$ cat src/rtl/operand_loader.sv
// Byte-wise operand entry for the FPU: conditioned save/start buttons, lane
// tracking, and a valid/ready hand-off of the n0/n1 pair to the datapath FSM.

module op_btn_cond #(
  parameter int DB_COUNT = 4,
  parameter int CNT_W    = 20
) (
  input  logic clock,
  input  logic reset,
  input  logic raw,
  output logic pulse
);
  localparam logic [CNT_W-1:0] DB_MAX = CNT_W'(DB_COUNT);

  logic [1:0]       sync_q, sync_d;
  logic             db_q, db_d, db_dly_q;
  logic [CNT_W-1:0] cnt_q, cnt_d;

  // Count only while the synchronised level disagrees; accept it after DB_COUNT.
  always_comb begin
    sync_d = {sync_q[0], raw};
    db_d   = db_q;
    cnt_d  = '0;
    if (sync_q[1] != db_q) begin
      if (cnt_q == DB_MAX) db_d  = sync_q[1];
      else                 cnt_d = cnt_q + 1'b1;
    end
  end

  always_ff @(posedge clock or negedge reset) begin
    if (!reset) begin
      sync_q   <= '0;
      db_q     <= 1'b0;
      db_dly_q <= 1'b0;
      cnt_q    <= '0;
    end else begin
      sync_q   <= sync_d;
      db_q     <= db_d;
      db_dly_q <= db_q;
      cnt_q    <= cnt_d;
    end
  end

  assign pulse = db_q & ~db_dly_q;
endmodule

module operand_loader #(
  parameter int DB_COUNT = 4,
  parameter int CNT_W    = 20
) (
  input  logic        clock,
  input  logic        reset,
  input  logic        save_btn,
  input  logic        start_btn,
  input  logic        datawork,
  input  logic        selnum,
  input  logic [1:0]  seldata,
  input  logic [7:0]  datain,
  input  logic        op_ready,
  output logic [31:0] n0,
  output logic [31:0] n1,
  output logic        op_valid,
  output logic [7:0]  byte_mask,
  output logic        start_err
);
  typedef enum logic [1:0] {IDLE, ARMED, PRESENT} state_t;

  state_t      state_q, state_d;
  logic [31:0] n0_q, n0_d, n1_q, n1_d;
  logic [7:0]  mask_q, mask_d;
  logic        err_q, err_d;
  logic [1:0]  btn_raw, btn_pulse;
  logic        save_p, start_p, save_en;

  assign btn_raw = {start_btn, save_btn};

  for (genvar g = 0; g < 2; g++) begin : g_btn
    op_btn_cond #(.DB_COUNT(DB_COUNT), .CNT_W(CNT_W)) u_cond (
      .clock (clock),
      .reset (reset),
      .raw   (btn_raw[g]),
      .pulse (btn_pulse[g])
    );
  end

  assign save_p  = btn_pulse[0];
  assign start_p = btn_pulse[1];
  assign save_en = save_p & datawork & (state_q != PRESENT);

  always_ff @(posedge clock or negedge reset) begin
    if (!reset) state_q <= IDLE;
    else        state_q <= state_d;
  end

  // Start is judged on the current state, i.e. the pre-save mask.
  always_comb begin
    state_d = state_q;
    case (state_q)
      IDLE:    if (mask_d == 8'hFF) state_d = ARMED;
      ARMED:   if (start_p)         state_d = PRESENT;
      PRESENT: if (op_ready)        state_d = IDLE;
      default:                      state_d = IDLE;
    endcase
  end

  always_comb begin
    n0_d   = n0_q;
    n1_d   = n1_q;
    mask_d = mask_q;
    err_d  = err_q;
    if (save_en) begin
      if (selnum) n1_d[{seldata, 3'b000} +: 8] = datain;
      else        n0_d[{seldata, 3'b000} +: 8] = datain;
      mask_d[{selnum, seldata}] = 1'b1;
      if (!start_p) err_d = 1'b0;
    end
    if (start_p && state_q == IDLE) err_d = 1'b1;
    if (state_q == PRESENT && op_ready) mask_d = '0;
  end

  always_ff @(posedge clock or negedge reset) begin
    if (!reset) begin
      n0_q   <= '0;
      n1_q   <= '0;
      mask_q <= '0;
      err_q  <= 1'b0;
    end else begin
      n0_q   <= n0_d;
      n1_q   <= n1_d;
      mask_q <= mask_d;
      err_q  <= err_d;
    end
  end

  assign n0        = n0_q;
  assign n1        = n1_q;
  assign byte_mask = mask_q;
  assign start_err = err_q;
  assign op_valid  = (state_q == PRESENT);
endmodule

$ cat config.mk
export PLATFORM = sky130hd
export DESIGN_NAME = operand_loader
export DESIGN_NICKNAME = d
export VERILOG_FILES = /design/src/rtl/operand_loader.sv
export SDC_FILE = /design/constraint.sdc
export NUM_CORES = 1
export LEC_CHECK = 0
export CAP_MARGIN = 10
export CORE_ASPECT_RATIO = 1.4
export CORE_MARGIN = 8
export CORE_UTILIZATION = 53
export DETAILED_ROUTE_END_ITERATION = 10
export PLACE_DENSITY = 0.79
export SYNTH_ARGS = -nofsm -noshare
export SYNTH_HDL_FRONTEND = slang
export SYNTH_SLANG_ARGS = --single-unit
$ cat constraint.sdc
create_clock -name clock -period 2.25 [get_ports clock]
set_input_delay 0.45 -clock clock [delete_from_list [all_inputs] [get_ports clock]]
set_output_delay 0.45 -clock clock [all_outputs]
set_load 0.005 [all_outputs]
==> summary.md, run 1 <==
| Metric | Value |
|---|---|
| Status | `complete, no violations` |
| Layout net count | `610` |
| Data required time of the worst path | `2.60 ns` |
| Flop pwr share | `40.7%` |
| GRT Total Usage | `about a fifth` |
| Chip width | `102 um` |
| Commonest non-fill, non-tap cell in the layout | `dfrtp_1` |
| CTS tree | `built` |
| FP Rows | `44` |
| Detail Route Antenna Nets | `0` |
| M3 GR Usage | `5.91%` |
| N_diodes | `0` |
| Core Region | `between 10000 and 15000 um2` |
| Static Leak | `3.25 nW` |
| Power density cells | `928 nW/um2` |
| H-tree Lvls | `4` |
| Final Cell Area | `7290 um2` |
| EDFF count, synth | `0` |
| Reg2reg path depth | `4` |
| Routability congestion estimate | `0.886` |
| Total of max-cap violations | `0` |
| Routed length per placed instance | `18.0 um` |
| Vias in the first global route | `4255` |
| Min Tclk post-route | `2.08 ns` |
| Post-CTS Hold Fix Bufs | `0` |
| Area contributors post-synth | `dfrtp_1, mux2_2, and2_1` |
| Vias | `4049` |
| Area Overhead vs Synth | `31.5%` |
| Combinational group share of total power | `18.7%` |
| WL final | `13200 um` |
| Port Buf Inserts | `90` |
| Routing usage on met1 | `between 20% and 30%` |
| Yosys synthesis warning count | `0` |
| Asr flop ratio synth | `100%` |
| CTS buffer count | `17` |
| Total power | `between 0.006 and 0.007 W` |
| Setup tns final | `0 ns` |
| DR iter-0 viols | `162` |
| Worst Skew | `just over 0.006 ns` |
| Worst Tran Pin Value | `0.736 ns` |
| Area leader, netlist | `dfrtp_1` |
| Placed cell areas | `6680 um2` |
| Flip-flop and latch count after synthesis | `approximately 120` |
| CP Class | `primary input to flip-flop` |
| CP Depth | `6` |
| WHS | `0.0185 ns` |
| HPWL after detailed placement | `around 9400 um` |
| Final Setup Violations | `0` |
| CP Cell Sequence | `clkdlybuf4s50_1 > inv_1 > ha_1 > nor3b_1 > and2_1 > mux2_2` |
| Layout cells sized above 1 | `19.8%` |
| Initial antenna violation count | `0` |
| Avg Inst Size Synth | `11.7 um2` |
| Data arrival, critical path | `2.42 ns` |
| Grt met2 use | `33.2%` |
| Slew HR | `50.5%` |
| Drc violations | `0` |
| Crit Path Max Fanout | `8` |
| RSZ-0062 raised after global routing | `no` |
| PostCTS Resize Cnt | `0` |
| Syn nets | `500` |
| Reg clk slew, reported paths | `approximately 0.06 ns` |
| Hold Crit Class | `primary input to async pin` |
| CP endpoint kind | `flip-flop` |
| Post-Syn Instances | `about 470` |
| Final hold viol count | `0` |
| P_sw | `0.00185 W` |
| GRT Max-Usage Layer | `met2` |
| Worst-Skew Late Latency | `0.41 ns` |
| Clock sinks | `123` |
| First-pass GRT wire length | `21700 um` |
| Synthesized area | `5540 um2` |
| Clock share of power | `40.7%` |
| CP startpoint kind | `primary input` |
| Clock root buffer | `clkbuf_16` |
| Global route overflow | `0` |
| Ports | `91` |
| Slew Limit Fails | `0` |
| Die Span Y | `137 um` |
| Die area | `~14000 um2` |
| Slowest CP cell | `nor3b_1` |
| Sw Ratio | `27.3%` |
| Fin crit share | `92.4%` |
| DR vias/cell | `5.51` |
| Detailed Routing Iterations Pass 1 | `4` |
| Yosys top cell area share | `55.6%` |
| Most frequent cells in the layout | `dfrtp_1, clkdlybuf4s50_1, mux2_2` |
| Unique cell type count in the Yosys netlist | `40` |
| Setup bufs post-CTS | `0` |
| Max VDD drop | `approximately 0.00068 V` |
| CP Buf/Inv Count | `2` |
| Post-synthesis sequential area ratio | `55.6%` |
| Critical Path Max Stage Delay | `0.64 ns` |
| Fmax | `roughly 0.48 GHz` |
| Initial Utilization | `approximately 54%` |
| Pint | `0.00492 W` |
| Largest net degree at the start of global routing | `46` |
| Post-synth top flop | `dfrtp_1` |
| Crit-path leading delay family | `simple AND/OR/NAND/NOR gates` |
| Clock Path Buffers | `2` |
[stage by stage]
step	setup slack (ns)	std cells	util, %
floorplan	0.268	474	-
global placement	-0.180	703	64.9
detailed placement	-0.262	703	64.9
CTS	0.0316	735	70.7
global route	0.0400	735	70.8
finish	0.171	735	70.8
[synthesized netlist by cell type, drive strengths merged (2+ instances only)]
library cell / n
and2: 34
xnor2: 12
nand2b: 4
nand4b: 2
or3: 8
ha: 9
nor3: 5
a21oi: 17
inv: 14
xor2: 15
nor4: 11
or4: 5
a31oi: 2
nand4: 13
o31ai: 5
mux2: 67
nor3b: 4
o21ai: 12
dfrtp: 123
nand3: 16
nand2: 22
clkbuf: 7
nor2: 48
buf: 4
and4: 6
[state kept, by name, indices dropped and copies added (netlist names)]
| register | flops |
|---|---|
| g_btn.u_cond.cnt_q | 40 |
| n0 | 32 |
| n1 | 32 |
| byte_mask | 8 |
| g_btn.u_cond.sync_q | 4 |
| g_btn.u_cond.db_dly_q | 2 |
| g_btn.u_cond.db_q | 2 |
| state_q | 2 |
| start_err | 1 |
[cell type report]
cell class                      instances  area (um2)
Multi-Input combinational cell        326        2370
Clock buffer                           18         429
Sequential cell                       123        3080
Fill cell                             754        3010
Tap cell                              138         173
Timing Repair Buffer                  102        1010
Clock inverter                         14         170
Inverter                               14        52.6
[worst reg2reg max path, stage by stage, from the launching register on]
cell and delay [ns]:
dfrtp_1 0.44, nand3_2 0.14, or4_1 0.68, or4_1 0.44, a21oi_1 0.17
[path summary, 6_finish.rpt]
check	start	to	slack [ns]
worst max-delay path	seldata[1]	n1[7]	0.17
worst min-delay path	reset	n1[31]	0.02
max in group asynchronous	reset	g_btn[1].u_cond.cnt_q[16]	1.61
worst max register to register	g_btn[0].u_cond.cnt_q[2]	g_btn[0].u_cond.cnt_q[19]	0.29
min in group clock	g_btn[1].u_cond.sync_q[0]	g_btn[1].u_cond.sync_q[1]	0.35
worst min register to register	g_btn[1].u_cond.sync_q[0]	g_btn[1].u_cond.sync_q[1]	0.35
[layer usage]
layer / wire [um] / part of all wire [%] / vias to the layer above
met5: 0 / 0 / -
met4: 295 / 2.2 / 0
met3: 825 / 6.2 / 19
met2: 6500 / 49 / 117
met1: 5630 / 42 / 2011
li1: - / - / 1902
[cell families after synthesis]
| kind of cell | Yosys count | share of synthesized area (%) |
|---|---|---|
| flops | 123 | 55.6 |
| compound gates | 41 | 4.27 |
| fa+ha+maj | 9 | 2.03 |
| mux | 67 | 13.6 |
| xor+xnor | 27 | 4.27 |
| simple gates | 182 | 18.5 |
| buf+inv | 25 | 1.81 |
[power by group through the flow]
stage / clock [W] / combinational [W] / sequential [W]
after floorplan: 0 / 0.000562 / 0.00274
after global placement: 0 / 0.00123 / 0.00276
after detailed placement: 0 / 0.00127 / 0.00278
after CTS: 0.00278 / 0.00128 / 0.00275
after global routing: 0.00289 / 0.00139 / 0.00279
final: 0.00275 / 0.00126 / 0.00275
Note: power is estimated with default switching activity, not from simulation.
==> inputs of run 2 (changes only) <==
--- a/config.mk
+++ b/config.mk
@@ -5,6 +5,7 @@
 export SDC_FILE = /design/constraint.sdc
 export NUM_CORES = 1
 export LEC_CHECK = 0
+export ABC_CLOCK_PERIOD_IN_PS = 2250
 export CAP_MARGIN = 10
 export CORE_ASPECT_RATIO = 1.4
 export CORE_MARGIN = 8
==> results of run 2 <==
Same layout as run 1: the final DEF is identical, and so are final timing and power.
==> inputs of run 3 (changes only) <==
--- a/config.mk
+++ b/config.mk
@@ -6,7 +6,6 @@
 export NUM_CORES = 1
 export LEC_CHECK = 0
 export ABC_CLOCK_PERIOD_IN_PS = 2250
-export CAP_MARGIN = 10
 export CORE_ASPECT_RATIO = 1.4
 export CORE_MARGIN = 8
 export CORE_UTILIZATION = 53
==> results of run 3 <==
Same layout as run 1: the final DEF is identical, and so are final timing and power.
==> variant 1: new RTL, flow settings as in run 2 <==
Reset style: synchronous (`reset`), changed in 3 clocked blocks.
--- a/src/rtl/operand_loader.sv
+++ b/src/rtl/operand_loader.sv
@@ -29,3 +29,3 @@
 
-  always_ff @(posedge clock or negedge reset) begin
+  always_ff @(posedge clock) begin
     if (!reset) begin
@@ -89,3 +89,3 @@
 
-  always_ff @(posedge clock or negedge reset) begin
+  always_ff @(posedge clock) begin
     if (!reset) state_q <= IDLE;
@@ -120,3 +120,3 @@
 
-  always_ff @(posedge clock or negedge reset) begin
+  always_ff @(posedge clock) begin
     if (!reset) begin
Behaviour: differs if reset is asserted again (counterexample within 10 cycles, from zero or initial values and one cycle with reset low); with reset held inactive, the same outputs for 10 cycles.
==> variant 1 against run 2 <==
- cell area is 5.0% lower
- synthesized area is 6.5% lower
- core utilization is 2.4 points higher
- routed wire length is 7.5% higher
- sequential cell count stayed put
- setup slack worse by 120 ps
- largest cell class is now multi-input gates
Power is not compared: it rests on default switching activity, and its combinational part moved more than twofold at a synthesized area within 25%.
==> variant 1: results (changes against run 2) <==
global-route usage over all layers=0.220 (was 0.201); placed instance count=786 (was 703); outcome=completed (unchanged); Clock buf/inv share=0.0942 (was 0.0823); initial antenna violation count=1 (was 0); met3 usage=0.0646 (was 0.0591); met2 GRT Util=0.387 (was 0.332); Netlist cell types=39 (was 40); Synth Area per Inst=8.67 um2 (was 11.7 um2); Top Layer Used=met5 (was met4); worst min path class=reg -> reg (was in -> async); synth-to-layout area growth=33.6% (was 31.5%); RR Startpoint=g_btn[0].u_cond.cnt_q[0]$_SDFF_PP0_ (was g_btn[0].u_cond.cnt_q[2]$_DFF_PN0_); Fillers=676 (was 754); Pre-Repair DR Iteration Count=5 (was 4); multi-input gates=429 (was 326); Non-clk bufs=113 (was 102); Initial DRC Count=219 (was 162); Post-Synth XOR/XNOR Area=0.0643 (was 0.0427); compound-cell area share of the yosys netlist=0.113 (was 0.0427); worst r2r path cells=8 (was 4); share of cells above drive strength 1=0.0876 (was 0.198); commonest cells in the synthesized netlist=dfxtp_1, nand2_1, nand3_1 (was dfrtp_1, mux2_2, nor2_1); Inverters excl. clock=11 (was 14); Met1 Routed Length=5.58 mm (was 5.63 mm); crit path capture=state_q[0]$_SDFFE_PN0P_ (was n1[7]$_DFFE_PN0P_); pin count of the biggest net entering global routing=80 (was 46); routed len/inst=17.4 um (was 18.0 um); Routed WL=14.2 mm (was 13.2 mm); critical path's largest stage delay=520 ps (was 640 ps); minimum clock period=2200 ps (was 2080 ps); sequential cells=123 (unchanged); multi-input combinational area share=0.368 (was 0.325); global placement routability congestion=0.857 (was 0.886); Seq/Total Area, Yosys=0.476 (was 0.556); GRT met1 Usage=0.234 (was 0.241); clkbuf count=21 (was 18); area occupied by registers=2460 um2 (was 3080 um2); dpl hpwl=9.68 mm (was 9.44 mm); Worst Path Arrival=2540 ps (was 2420 ps); Post-Syn Nets=623 (was 500); met3 wire length=890 um (was 825 um); skew final=9.19 ps (was 6.17 ps); ys flop type=dfxtp_1 (was dfrtp_1); CP Max Fanout=2 (was 8); Data buffer area share=0.156 (was 0.139); nets=721 (was 610); relative slew slack=0.582 (was 0.505); final hold slack=440 ps (was 18.5 ps); met2 WL=7.37 mm (was 6.50 mm); Setup WS pre-CTS=-315 ps (was -262 ps)
variant 1: changes by cell type in the layout (fill, tap and decap cells not counted), sizes merged, moves of 6 or more:
cell    change
dfrtp     -123
or3         -8
a21oi      -11
buf        +11
nand3      +54
mux2       -65
xor2        +9
nand2      +68
dfxtp     +123
a21boi     +64
and2       -17
o21ai       -9
nor2        +6
variant 1: power groups by stage:
stage / logic, mW / registers [mW] / clock network, mW
after floorplan: 0.0918 / 2.23 / 0
after global placement: 0.170 / 2.23 / 0
after detailed placement: 0.173 / 2.23 / 0
after CTS: 0.175 / 2.19 / 3.00
after global routing: 0.186 / 2.19 / 3.13
final: 0.177 / 2.19 / 2.99
variant 1: worst register-to-register path: cells and delay by family, from the launching register on:
family / cells / cell delay, ps
fa+ha+maj: 1 / 150
flops: 1 / 340
simple gates: 5 / 1010
buf+inv: 2 / 340
==> variant 2: new RTL, flow settings as in run 2 <==
Made on the original files. `CNT_W` is set to 20 in 2 places; all go to 10.
--- a/src/rtl/operand_loader.sv
+++ b/src/rtl/operand_loader.sv
@@ -5,3 +5,3 @@
   parameter int DB_COUNT = 4,
-  parameter int CNT_W    = 20
+  parameter int CNT_W    = 10
 ) (
@@ -48,3 +48,3 @@
   parameter int DB_COUNT = 4,
-  parameter int CNT_W    = 20
+  parameter int CNT_W    = 10
 ) (
Behaviour: no difference found for any inputs over 10 cycles, from zero or initial values and one cycle with reset low; that may be too few to reach the edited logic, so the function may still have changed.
==> variant 2 against run 2 <==
- power is 25% lower
- routed wire length fell by 20%
- count of clock-buffer cells in the layout decreased by 6
- sequential cell count is 20 lower
- sequential share of layout area rose by 0.69 points
- setup slack lost 1.2 ps
- synthesized area fell by 19%
- cell area is 18% lower
- non-clock buffer count increased by 7
==> variant 2: results (changes against run 2) <==
dpl hpwl=7.85 mm (was 9.44 mm); crit path capture=state_q[0]$_DFFE_PN0P_ (was n1[7]$_DFFE_PN0P_); met3 wire length=564 um (was 825 um); vias in the first global route=3414 (was 4255); Clock Latency Late Sink=340 ps (was 410 ps); skew final=5.97 ps (was 6.17 ps); vias=3147 (was 4049); peak supply drop=0.499 mV (was 0.676 mV); Netlist cell types=41 (was 40); Met1 Routed Length=4.39 mm (was 5.63 mm); Initial DRC Count=139 (was 162); minimum clock period=2080 ps (about the same); RR Startpoint=g_btn[0].u_cond.db_q$_DFFE_PN0P_ (was g_btn[0].u_cond.cnt_q[2]$_DFF_PN0_); met3 usage=0.0437 (was 0.0591); Fillers=590 (was 754); CP Max Fanout=11 (was 8); Max H-tree Level=3 (was 4); Post-Synth Adder-Cell Area=0.0250 (was 0.0203); Routed WL=10.7 mm (was 13.2 mm); met2 WL=5.60 mm (was 6.50 mm); commonest cells in the synthesized netlist=dfrtp_1, mux2_2, and2_1 (was dfrtp_1, mux2_2, nor2_1); R2R Setup Slk=420 ps (was 290 ps); Reg-to-Reg End=n1[25]$_DFFE_PN0P_ (was g_btn[0].u_cond.cnt_q[19]$_DFF_PN0_); CTS Buf Count=9 (was 17); share of cells above drive strength 1=0.209 (was 0.198); first-pass GRT wire length=17.4 mm (was 21.7 mm); Post-Synth XOR/XNOR Area=0.0350 (was 0.0427); nets=496 (was 610); post-synthesis mux area share=0.167 (was 0.136); Setup WS pre-CTS=-346 ps (was -262 ps); outcome=completed (unchanged); met2 GRT Util=0.319 (was 0.332); global placement routability congestion=0.835 (was 0.886); placed cell area=5690 um2 (was 6680 um2); pin count of the biggest net entering global routing=43 (was 46); Post-Syn Nets=380 (was 500)
==> variant 2: logic make-up after synthesis <==
group,count (synthesis)
fa+ha+maj,9
simple gates,128
buf+inv,13
mux,67
flops,103
xor+xnor,18
compound gates,16
==> variant 2: area by class of cell <==
type / count / area, um2 / share of cell area
flip-flops and latches: 103 / 2580 / 0.429
multi-input cells: 238 / 1890 / 0.315
repair buffers: 109 / 1070 / 0.178
clock buffers: 12 / 256 / 0.0427
well taps: 105 / 131 / 0.0219
clock inverters: 3 / 42.5 / 0.00709
inverters: 9 / 36.3 / 0.00604
==> variant 2: per-stage QoR <==
stage / cells / setup TNS, ps / power, mW
floorplan: 354 / 0 / 2.86
global placement: 564 / -13050 / 3.52
detailed placement: 564 / -15150 / 3.55
CTS: 579 / 0 / 5.14
global route: 579 / 0 / 5.34
finish: 579 / 0 / 5.09
==> variant 2: critical path: stages <==
cell             delay (ps)
clkdlybuf4s50_1         490
buf_4                   180
nor3b_1                 260
a41oi_1                 160
or4b_1                  540
o31ai_1                 240
